[config.mk]
export PLATFORM = sky130hd
export DESIGN_NAME = muldiv_sequencer_flat
export DESIGN_NICKNAME = d
export VERILOG_FILES = /design/src/rtl/muldiv_sequencer_pkg.sv /design/src/rtl/muldiv_sequencer_if.sv /design/src/rtl/muldiv_sign_fix.sv /design/src/rtl/muldiv_sequencer.sv /design/src/flat_wrapper.sv
export SDC_FILE = /design/constraint.sdc
export NUM_CORES = 1
export LEC_CHECK = 0
export BUFFER_PORTS_ARGS = -buffer_cell sky130_fd_sc_hd__buf_2
export CAP_MARGIN = 25
export CORE_MARGIN = 5
export CORE_UTILIZATION = 52
export DETAILED_ROUTE_END_ITERATION = 8
export PLACE_DENSITY = 0.82
export SETUP_SLACK_MARGIN = 0.4
export SLEW_MARGIN = 10
export SYNTH_ARGS = -nofsm -noshare
export SYNTH_HDL_FRONTEND = slang
export SYNTH_SLANG_ARGS = --single-unit
[constraint.sdc]
create_clock -name clk -period 7.2 [get_ports clk]
set_input_delay 0.72 -clock clk [delete_from_list [all_inputs] [get_ports clk]]
set_output_delay 0.72 -clock clk [all_outputs]
set_load 0.02 [all_outputs]
[src/rtl/muldiv_sequencer_pkg.sv]
// muldiv_sequencer_pkg: shared state encoding, M-extension funct3 codes and multiplier modes.
package muldiv_sequencer_pkg;
  typedef enum logic [2:0] {IDLE, MUL_RUN, DIV_START, DIV_RUN, RESULT} muldiv_state_t;
  localparam logic [2:0] MUL = 3'b000, MULH = 3'b001, MULHSU = 3'b010, MULHU = 3'b011;
  localparam logic [2:0] DIV = 3'b100, DIVU = 3'b101, REM = 3'b110, REMU = 3'b111;
  localparam logic [1:0] MUL_UU = 2'd0, MUL_SS = 2'd1, MUL_SU = 2'd2;
  function automatic logic [1:0] mul_type_of(input logic [2:0] f);
    return f == MULHSU ? MUL_SU : f == MULHU ? MUL_UU : MUL_SS;
  endfunction
endpackage

[src/rtl/muldiv_sequencer_if.sv]
// muldiv_sequencer_if: issue, multiplier, divider and CDB signals of the mul/div sequencer.
interface muldiv_sequencer_if #(parameter int ROB_IDX_W = 5, parameter int PHYS_W = 6);
  logic                 flush;
  logic                 issue_valid, issue_ready, issue_regf_we;
  logic [2:0]           issue_funct3;
  logic [31:0]          issue_a, issue_b;
  logic [PHYS_W-1:0]    issue_phys_rd;
  logic [ROB_IDX_W-1:0] issue_rob_index;
  logic                 mul_start, mul_done;
  logic [1:0]           mul_type;
  logic [31:0]          mul_a, mul_b;
  logic [63:0]          mul_p;
  logic                 div_start, div_complete;
  logic [31:0]          div_a, div_b, div_quotient, div_remainder;
  logic                 cdb_valid, cdb_ready, cdb_regf_we;
  logic [31:0]          cdb_data;
  logic [PHYS_W-1:0]    cdb_phys_rd;
  logic [ROB_IDX_W-1:0] cdb_rob_index;
  modport master (
    input  flush, issue_valid, issue_regf_we, issue_funct3, issue_a, issue_b, issue_phys_rd,
           issue_rob_index, mul_p, mul_done, div_quotient, div_remainder, div_complete, cdb_ready,
    output issue_ready, mul_start, mul_type, mul_a, mul_b, div_start, div_a, div_b,
           cdb_valid, cdb_data, cdb_phys_rd, cdb_rob_index, cdb_regf_we
  );
  modport slave (
    output flush, issue_valid, issue_regf_we, issue_funct3, issue_a, issue_b, issue_phys_rd,
           issue_rob_index, mul_p, mul_done, div_quotient, div_remainder, div_complete, cdb_ready,
    input  issue_ready, mul_start, mul_type, mul_a, mul_b, div_start, div_a, div_b,
           cdb_valid, cdb_data, cdb_phys_rd, cdb_rob_index, cdb_regf_we
  );
endinterface

[src/rtl/muldiv_sign_fix.sv]
// muldiv_sign_fix: RISC-V divide special cases, operand magnitudes and result sign restore.
module muldiv_sign_fix (
  input  logic [1:0]  op_i,
  input  logic [31:0] a_i,
  input  logic [31:0] b_i,
  input  logic [31:0] quo_i,
  input  logic [31:0] rem_i,
  output logic        special_o,
  output logic [31:0] special_val_o,
  output logic [31:0] abs_a_o,
  output logic [31:0] abs_b_o,
  output logic [31:0] result_o
);
  logic is_rem, neg_a, neg_b, ovf;
  // op_i is funct3[1:0]: bit1 selects remainder, bit0 selects unsigned
  assign is_rem        = op_i[1];
  assign neg_a         = !op_i[0] && a_i[31];
  assign neg_b         = !op_i[0] && b_i[31];
  assign ovf           = !op_i[0] && a_i == 32'h8000_0000 && b_i == 32'hFFFF_FFFF;
  assign special_o     = b_i == 32'd0 || ovf;
  assign special_val_o = b_i == 32'd0 ? (is_rem ? a_i : 32'hFFFF_FFFF) : (is_rem ? 32'd0 : 32'h8000_0000);
  assign abs_a_o       = neg_a ? -a_i : a_i;
  assign abs_b_o       = neg_b ? -b_i : b_i;
  assign result_o      = is_rem ? (neg_a ? -rem_i : rem_i) : (neg_a ^ neg_b ? -quo_i : quo_i);
endmodule

[src/rtl/muldiv_sequencer.sv]
// muldiv_sequencer: one-op-at-a-time M-extension controller for shared multiplier and divider.
// MULDIV_ZERO_BYPASS_EN: multiplies with a zero operand finish without starting the multiplier.
module muldiv_sequencer
  import muldiv_sequencer_pkg::*;
#(
  parameter int ROB_IDX_W = 5,
  parameter int PHYS_W    = 6
) (
  input logic clk,
  input logic rst,
  muldiv_sequencer_if.master bus
);
  muldiv_state_t        state_q;
  logic [2:0]           funct3_q;
  logic [31:0]          a_q, b_q, div_a_q, div_b_q, cdb_data_q;
  logic [PHYS_W-1:0]    phys_q;
  logic [ROB_IDX_W-1:0] rob_q;
  logic [1:0]           mul_type_q;
  logic                 we_q, mul_start_q, div_start_q, cdb_valid_q, first_q;
  logic                 idle, mul_zero, special;
  logic [31:0]          special_val, abs_a, abs_b, div_res;
  assign idle = state_q == IDLE;
`ifdef MULDIV_ZERO_BYPASS_EN
  assign mul_zero = bus.issue_a == 32'd0 || bus.issue_b == 32'd0;
`else
  assign mul_zero = 1'b0;
`endif
  // In IDLE the fixer sees the offered op so special cases resolve on the accept edge
  muldiv_sign_fix u_sign_fix (
    .op_i         (idle ? bus.issue_funct3[1:0] : funct3_q[1:0]),
    .a_i          (idle ? bus.issue_a : a_q),
    .b_i          (idle ? bus.issue_b : b_q),
    .quo_i        (bus.div_quotient),
    .rem_i        (bus.div_remainder),
    .special_o    (special),
    .special_val_o(special_val),
    .abs_a_o      (abs_a),
    .abs_b_o      (abs_b),
    .result_o     (div_res)
  );
  always_ff @(posedge clk or posedge rst) begin
    if (rst) begin
      state_q     <= IDLE;
      funct3_q    <= '0;
      a_q         <= '0;
      b_q         <= '0;
      div_a_q     <= '0;
      div_b_q     <= '0;
      cdb_data_q  <= '0;
      phys_q      <= '0;
      rob_q       <= '0;
      we_q        <= 1'b0;
      mul_type_q  <= '0;
      mul_start_q <= 1'b0;
      div_start_q <= 1'b0;
      cdb_valid_q <= 1'b0;
      first_q     <= 1'b0;
    end else if (bus.flush) begin
      state_q     <= IDLE;
      mul_start_q <= 1'b0;
      div_start_q <= 1'b0;
      cdb_valid_q <= 1'b0;
    end else begin
      case (state_q)
        IDLE: if (bus.issue_valid) begin
          funct3_q <= bus.issue_funct3;
          a_q      <= bus.issue_a;
          b_q      <= bus.issue_b;
          phys_q   <= bus.issue_phys_rd;
          rob_q    <= bus.issue_rob_index;
          we_q     <= bus.issue_regf_we;
          div_a_q  <= abs_a;
          div_b_q  <= abs_b;
          if (!bus.issue_funct3[2] && mul_zero) begin
            cdb_data_q  <= '0;
            cdb_valid_q <= 1'b1;
            state_q     <= RESULT;
          end else if (!bus.issue_funct3[2]) begin
            mul_type_q  <= mul_type_of(bus.issue_funct3);
            mul_start_q <= 1'b1;
            state_q     <= MUL_RUN;
          end else if (special) begin
            cdb_data_q  <= special_val;
            cdb_valid_q <= 1'b1;
            state_q     <= RESULT;
          end else begin
            div_start_q <= 1'b1;
            state_q     <= DIV_START;
          end
        end
        MUL_RUN: if (bus.mul_done) begin
          cdb_data_q  <= funct3_q == MUL ? bus.mul_p[31:0] : bus.mul_p[63:32];
          mul_start_q <= 1'b0;
          cdb_valid_q <= 1'b1;
          state_q     <= RESULT;
        end
        DIV_START: begin
          div_start_q <= 1'b0;
          first_q     <= 1'b1;
          state_q     <= DIV_RUN;
        end
        DIV_RUN: begin
          first_q <= 1'b0;
          // divider's complete can still reflect the previous op right after the start pulse
          if (!first_q && bus.div_complete) begin
            cdb_data_q  <= div_res;
            cdb_valid_q <= 1'b1;
            state_q     <= RESULT;
          end
        end
        RESULT: if (bus.cdb_ready) begin
          cdb_valid_q <= 1'b0;
          state_q     <= IDLE;
        end
        default: state_q <= IDLE;
      endcase
    end
  end
  assign bus.issue_ready   = idle && !bus.flush && !rst;
  assign bus.mul_start     = mul_start_q;
  assign bus.mul_type      = mul_type_q;
  assign bus.mul_a         = a_q;
  assign bus.mul_b         = b_q;
  assign bus.div_start     = div_start_q;
  assign bus.div_a         = div_a_q;
  assign bus.div_b         = div_b_q;
  assign bus.cdb_valid     = cdb_valid_q;
  assign bus.cdb_data      = cdb_data_q;
  assign bus.cdb_phys_rd   = phys_q;
  assign bus.cdb_rob_index = rob_q;
  assign bus.cdb_regf_we   = we_q;
endmodule

[src/flat_wrapper.sv]
// flat-port wrapper written by rule: the top's interface ports become plain ports
module muldiv_sequencer_flat import muldiv_sequencer_pkg::*;
#(
  parameter int ROB_IDX_W = 5,
  parameter int PHYS_W    = 6
)
  (clk, rst, bus_flush, bus_issue_valid, bus_issue_regf_we, bus_issue_funct3, bus_issue_a, bus_issue_b, bus_issue_phys_rd, bus_issue_rob_index, bus_mul_p, bus_mul_done, bus_div_quotient, bus_div_remainder, bus_div_complete, bus_cdb_ready, bus_issue_ready, bus_mul_start, bus_mul_type, bus_mul_a, bus_mul_b, bus_div_start, bus_div_a, bus_div_b, bus_cdb_valid, bus_cdb_data, bus_cdb_phys_rd, bus_cdb_rob_index, bus_cdb_regf_we);
  muldiv_sequencer_if #(.ROB_IDX_W(ROB_IDX_W), .PHYS_W(PHYS_W)) bus_i ();
  input logic clk;
  input logic rst;
  input wire logic [$bits(bus_i.flush)-1:0] bus_flush;
  input wire logic [$bits(bus_i.issue_valid)-1:0] bus_issue_valid;
  input wire logic [$bits(bus_i.issue_regf_we)-1:0] bus_issue_regf_we;
  input wire logic [$bits(bus_i.issue_funct3)-1:0] bus_issue_funct3;
  input wire logic [$bits(bus_i.issue_a)-1:0] bus_issue_a;
  input wire logic [$bits(bus_i.issue_b)-1:0] bus_issue_b;
  input wire logic [$bits(bus_i.issue_phys_rd)-1:0] bus_issue_phys_rd;
  input wire logic [$bits(bus_i.issue_rob_index)-1:0] bus_issue_rob_index;
  input wire logic [$bits(bus_i.mul_p)-1:0] bus_mul_p;
  input wire logic [$bits(bus_i.mul_done)-1:0] bus_mul_done;
  input wire logic [$bits(bus_i.div_quotient)-1:0] bus_div_quotient;
  input wire logic [$bits(bus_i.div_remainder)-1:0] bus_div_remainder;
  input wire logic [$bits(bus_i.div_complete)-1:0] bus_div_complete;
  input wire logic [$bits(bus_i.cdb_ready)-1:0] bus_cdb_ready;
  output wire logic [$bits(bus_i.issue_ready)-1:0] bus_issue_ready;
  output wire logic [$bits(bus_i.mul_start)-1:0] bus_mul_start;
  output wire logic [$bits(bus_i.mul_type)-1:0] bus_mul_type;
  output wire logic [$bits(bus_i.mul_a)-1:0] bus_mul_a;
  output wire logic [$bits(bus_i.mul_b)-1:0] bus_mul_b;
  output wire logic [$bits(bus_i.div_start)-1:0] bus_div_start;
  output wire logic [$bits(bus_i.div_a)-1:0] bus_div_a;
  output wire logic [$bits(bus_i.div_b)-1:0] bus_div_b;
  output wire logic [$bits(bus_i.cdb_valid)-1:0] bus_cdb_valid;
  output wire logic [$bits(bus_i.cdb_data)-1:0] bus_cdb_data;
  output wire logic [$bits(bus_i.cdb_phys_rd)-1:0] bus_cdb_phys_rd;
  output wire logic [$bits(bus_i.cdb_rob_index)-1:0] bus_cdb_rob_index;
  output wire logic [$bits(bus_i.cdb_regf_we)-1:0] bus_cdb_regf_we;
  assign bus_i.flush = bus_flush;
  assign bus_i.issue_valid = bus_issue_valid;
  assign bus_i.issue_regf_we = bus_issue_regf_we;
  assign bus_i.issue_funct3 = bus_issue_funct3;
  assign bus_i.issue_a = bus_issue_a;
  assign bus_i.issue_b = bus_issue_b;
  assign bus_i.issue_phys_rd = bus_issue_phys_rd;
  assign bus_i.issue_rob_index = bus_issue_rob_index;
  assign bus_i.mul_p = bus_mul_p;
  assign bus_i.mul_done = bus_mul_done;
  assign bus_i.div_quotient = bus_div_quotient;
  assign bus_i.div_remainder = bus_div_remainder;
  assign bus_i.div_complete = bus_div_complete;
  assign bus_i.cdb_ready = bus_cdb_ready;
  assign bus_issue_ready = bus_i.issue_ready;
  assign bus_mul_start = bus_i.mul_start;
  assign bus_mul_type = bus_i.mul_type;
  assign bus_mul_a = bus_i.mul_a;
  assign bus_mul_b = bus_i.mul_b;
  assign bus_div_start = bus_i.div_start;
  assign bus_div_a = bus_i.div_a;
  assign bus_div_b = bus_i.div_b;
  assign bus_cdb_valid = bus_i.cdb_valid;
  assign bus_cdb_data = bus_i.cdb_data;
  assign bus_cdb_phys_rd = bus_i.cdb_phys_rd;
  assign bus_cdb_rob_index = bus_i.cdb_rob_index;
  assign bus_cdb_regf_we = bus_i.cdb_regf_we;
  muldiv_sequencer #(.ROB_IDX_W(ROB_IDX_W), .PHYS_W(PHYS_W)) u_core (.clk(clk), .rst(rst), .bus(bus_i));
endmodule
==> reports/qor.csv <==
stage,metric,value,unit
outcome,status,"complete, no violations",
layout,fill_cells,2095,
floorplanning,die_h,163,µm
route,vias,13000,
clock_network,clk_latency,0.44,ns
worst_setup_path,critPathSlowestCell,nor3_4,
sta,slew_headroom,0.353,
layout,area_growth,23.2,%
synth,yosys_warnings,0,
synth,ys_types,65,
floorplanning,fp.dieArea,26500,µm²
worst_setup_path,critical-path-top-delay-family,simple AND/OR/NAND/NOR gates,
floorplanning,pin_count,392,
clock_network,clkTransAtPathRegs,0.08,ns
sta,finalClockSkew,0.0140,ns
sta,final.min_clock_period,4.93,ns
synth,mappedNetlistArea,12100,µm²
layout,nNetsFinal,2044,
synth,synth_top_cell_by_area,dfrtp_1,
synth,ys_seq_elements,184,
global_route,antenna_found_initial,9,
worst_setup_path,slowest_delay,0.79,ns
layout,multi_input_area,7110,µm²
sta,layout_worst_path_cycle_share,0.685,
clock_network,root_buffer,clkbuf_16,
synth,synth_async_sr_flop_share,1.00,
layout,drive_above_1_share,0.268,
route,vias_per_cell,6.01,
floorplanning,fp-row-count,56,
worst_setup_path,cp_cell_sequence,nor3_4 -> buf_4 -> nand4b_1 -> o32a_1 -> or4b_4 -> o31a_4 -> a21boi_4 -> buf_16 -> mux2_2,
worst_setup_path,critPathBufInv,2,
global_route,track_usage,0.341,
clock_network,cts_setup_buffers,0,
route,drc,0,
clock_network,cts_resized,0,
power_and_ir_drop,p_leak,7.59,nW
synth,syn_nets,1704,
global_route,grt_max_degree,109,
synth,ys_seq_area_frac,0.379,
power_and_ir_drop,cellPowerDensity,354,nW/µm²
synth,synth_edf_count,0,
worst_setup_path,critPathKind,flip-flop to flip-flop,
sta,timing_hold_violations_final,0,
worst_setup_path,crit_arrival,5.26,ns
synth,yosysMostFrequentCell,nand2_1,
synth,ys_dominant_reg_cell,dfrtp_1,
clock_network,postCtsHoldBufs,0,
sta,tightest_slew,0.961,ns
route,first_pass_iters,8,
sta,worst_slack,2.27,ns
worst_setup_path,end_kind,flip-flop,
synth,synth_common_cells,"356 x nand2_1, 184 x dfrtp_1, 95 x o21ai_0, 92 x a21oi_1, 83 x nor2_1",
clock_network,numClockSinks,184,
placement,hpwlAfterDp,36.2,mm
synth,synth_top_area_share,0.379,
sta,drv_slew,0,
synth,ys_top_cells_by_area,"dfrtp_1 38%, nand2_1 11%, mux2i_1 5.7%, xor2_1 5.0%, o21ai_0 3.9%",
layout,regArea,4600,µm²
route,routed_wl,46.5,mm
clock_network,cts_buffers,17,
clock_network,cts_max_path_buffers,2,
sta,setup_viol,0,
placement,post-place-ws,2.37,ns
synth,synth_cells,1485,
route,drt_iter0_markers,1319,
sta,fmaxAchievable,203,MHz
clock_network,h-tree-depth,4,
sta,rsz0062_at_grt,no,
worst_setup_path,cp_max_fo,38,
worst_hold_path,hp-class,primary input to async pin,
placement,portBuffers,391,
flow_run,drv_cap,0,
floorplanning,dieWidth,163,µm
floorplanning,start_util,0.522,
floorplanning,core-area,23300,µm²
power_and_ir_drop,peakVddDrop,195,µV
global_route,overflow,0,
sta,finalSetupTns,0,ns
placement,place.gp.congestion,0.982,
synth,syn_area_per_cell,8.18,µm²
worst_setup_path,start_kind,flip-flop,
route,ant_nets,0,
global_route,grt_pass1_wl,71.0,mm
global_route,grt_pass1_vias,12300,
route,routedWlPerCell,21.5,µm
clock_network,cts_tree,built,
worst_setup_path,worst_ep_required_time,7.52,ns
## path summary, 6_finish.rpt
check / slack [ns] / to / from / depth (start not counted)
worst max-delay path: 2.27 / u_core.bus.cdb_data[8] / u_core.state_q[1] / 9
worst min-delay path: 0.43 / u_core.state_q[2] / rst / 2
worst max register to register: 2.27 / u_core.bus.cdb_data[8] / u_core.state_q[1] / 9
worst min register to register: 0.47 / u_core.bus.div_a[26] / u_core.bus.div_a[26] / 2
max in group asynchronous: 5.59 / u_core.bus.div_b[27] / rst / 4
min in group clk: 0.47 / u_core.bus.div_a[26] / u_core.bus.div_a[26] / 2
## power by group
part | leakage (nW) | switching (W) | total, W | internal, W
Clock | 0.272 | 0.000427 | 0.000927 | 0.000500
Sequential | 2.33 | 0.000380 | 0.00180 | 0.00142
Combinational | 4.99 | 0.00167 | 0.00256 | 0.000892
## sequential cells by signal (all words and copies together) (netlist names)
signal and count:
u_core.bus.cdb_data 32, u_core.bus.div_a 32, u_core.bus.div_b 32, u_core.bus.mul_a 32, u_core.bus.mul_b 32, u_core.bus.cdb_phys_rd 6
u_core.bus.cdb_rob_index 5, u_core.funct3_q 3, u_core.state_q 3, u_core.bus.mul_type 2, u_core.bus.cdb_regf_we 1, u_core.bus.cdb_valid 1
u_core.bus.div_start 1, u_core.bus.mul_start 1, u_core.first_q 1
## final cells by class
type | count | area share
inverters | 24 | 0.00652
well taps | 319 | 0.0267
flip-flops and latches | 184 | 0.308
repair buffers | 411 | 0.145
multi-input cells | 1187 | 0.475
clock buffers | 20 | 0.0305
diodes | 4 | 0.000669
clock inverters | 12 | 0.00794
## kinds of logic after synthesis
group                      after synthesis  synth area share
xor gates and xnor gates               114            0.0822
and+or+nand+nor                        630             0.236
AOI/OAI and AO/OA                      336             0.171
DFF                                    184             0.379
buffers and inverters                  114            0.0390
muxes                                  102            0.0874
adders and majority gates                5           0.00515
## worst reg2reg max path, delay by kind of cell (launching register included)
family | cells | cell delay [ns]
mux | 1 | 0.36
buf+inv | 2 | 0.85
compound gates | 3 | 1.28
flops | 1 | 0.71
simple gates | 3 | 1.63
## metal layers
metal | vias to the layer above | wire length (µm) | global-route usage
li1 | 5946 | - | -
met1 | 6124 | 17800 | 0.443
met2 | 822 | 22200 | 0.565
met3 | 97 | 5020 | 0.0833
met4 | 8 | 1430 | 0.104
met5 | - | 39 | 0
## placed cells by master, fill, tap and decap left out, drive strengths merged, types with 26 or more instances in the layout
cell   synthesis  final
xnor2         44     44
a31oi         31     31
o22ai         28     28
or3           27     27
xor2          70     70
mux2          33     33
mux2i         69     69
nor4          31     31
nor3          45     45
buf           25    411
inv           24     26
o21ai         96     96
nor2          83     83
a21oi         92     92
nand2        356    356
dfrtp        184    184
## stage by stage
stage | total power, W | cells | hold WS [ns] | area, µm² | util
after detailed placement | 0.00435 | 2124 | 0.455 | 14300 | 0.617
after global placement | 0.00429 | 2122 | 0.449 | 14300 | 0.614
after global routing | 0.00559 | 2161 | 0.479 | 15000 | 0.643
final | 0.00529 | 2161 | 0.431 | 15000 | 0.643
after CTS | 0.00527 | 2156 | 0.469 | 14900 | 0.641
after floorplan | 0.00336 | 1485 | 0.464 | 12100 | -
No activity file was read; power rests on OpenSTA's default activity.
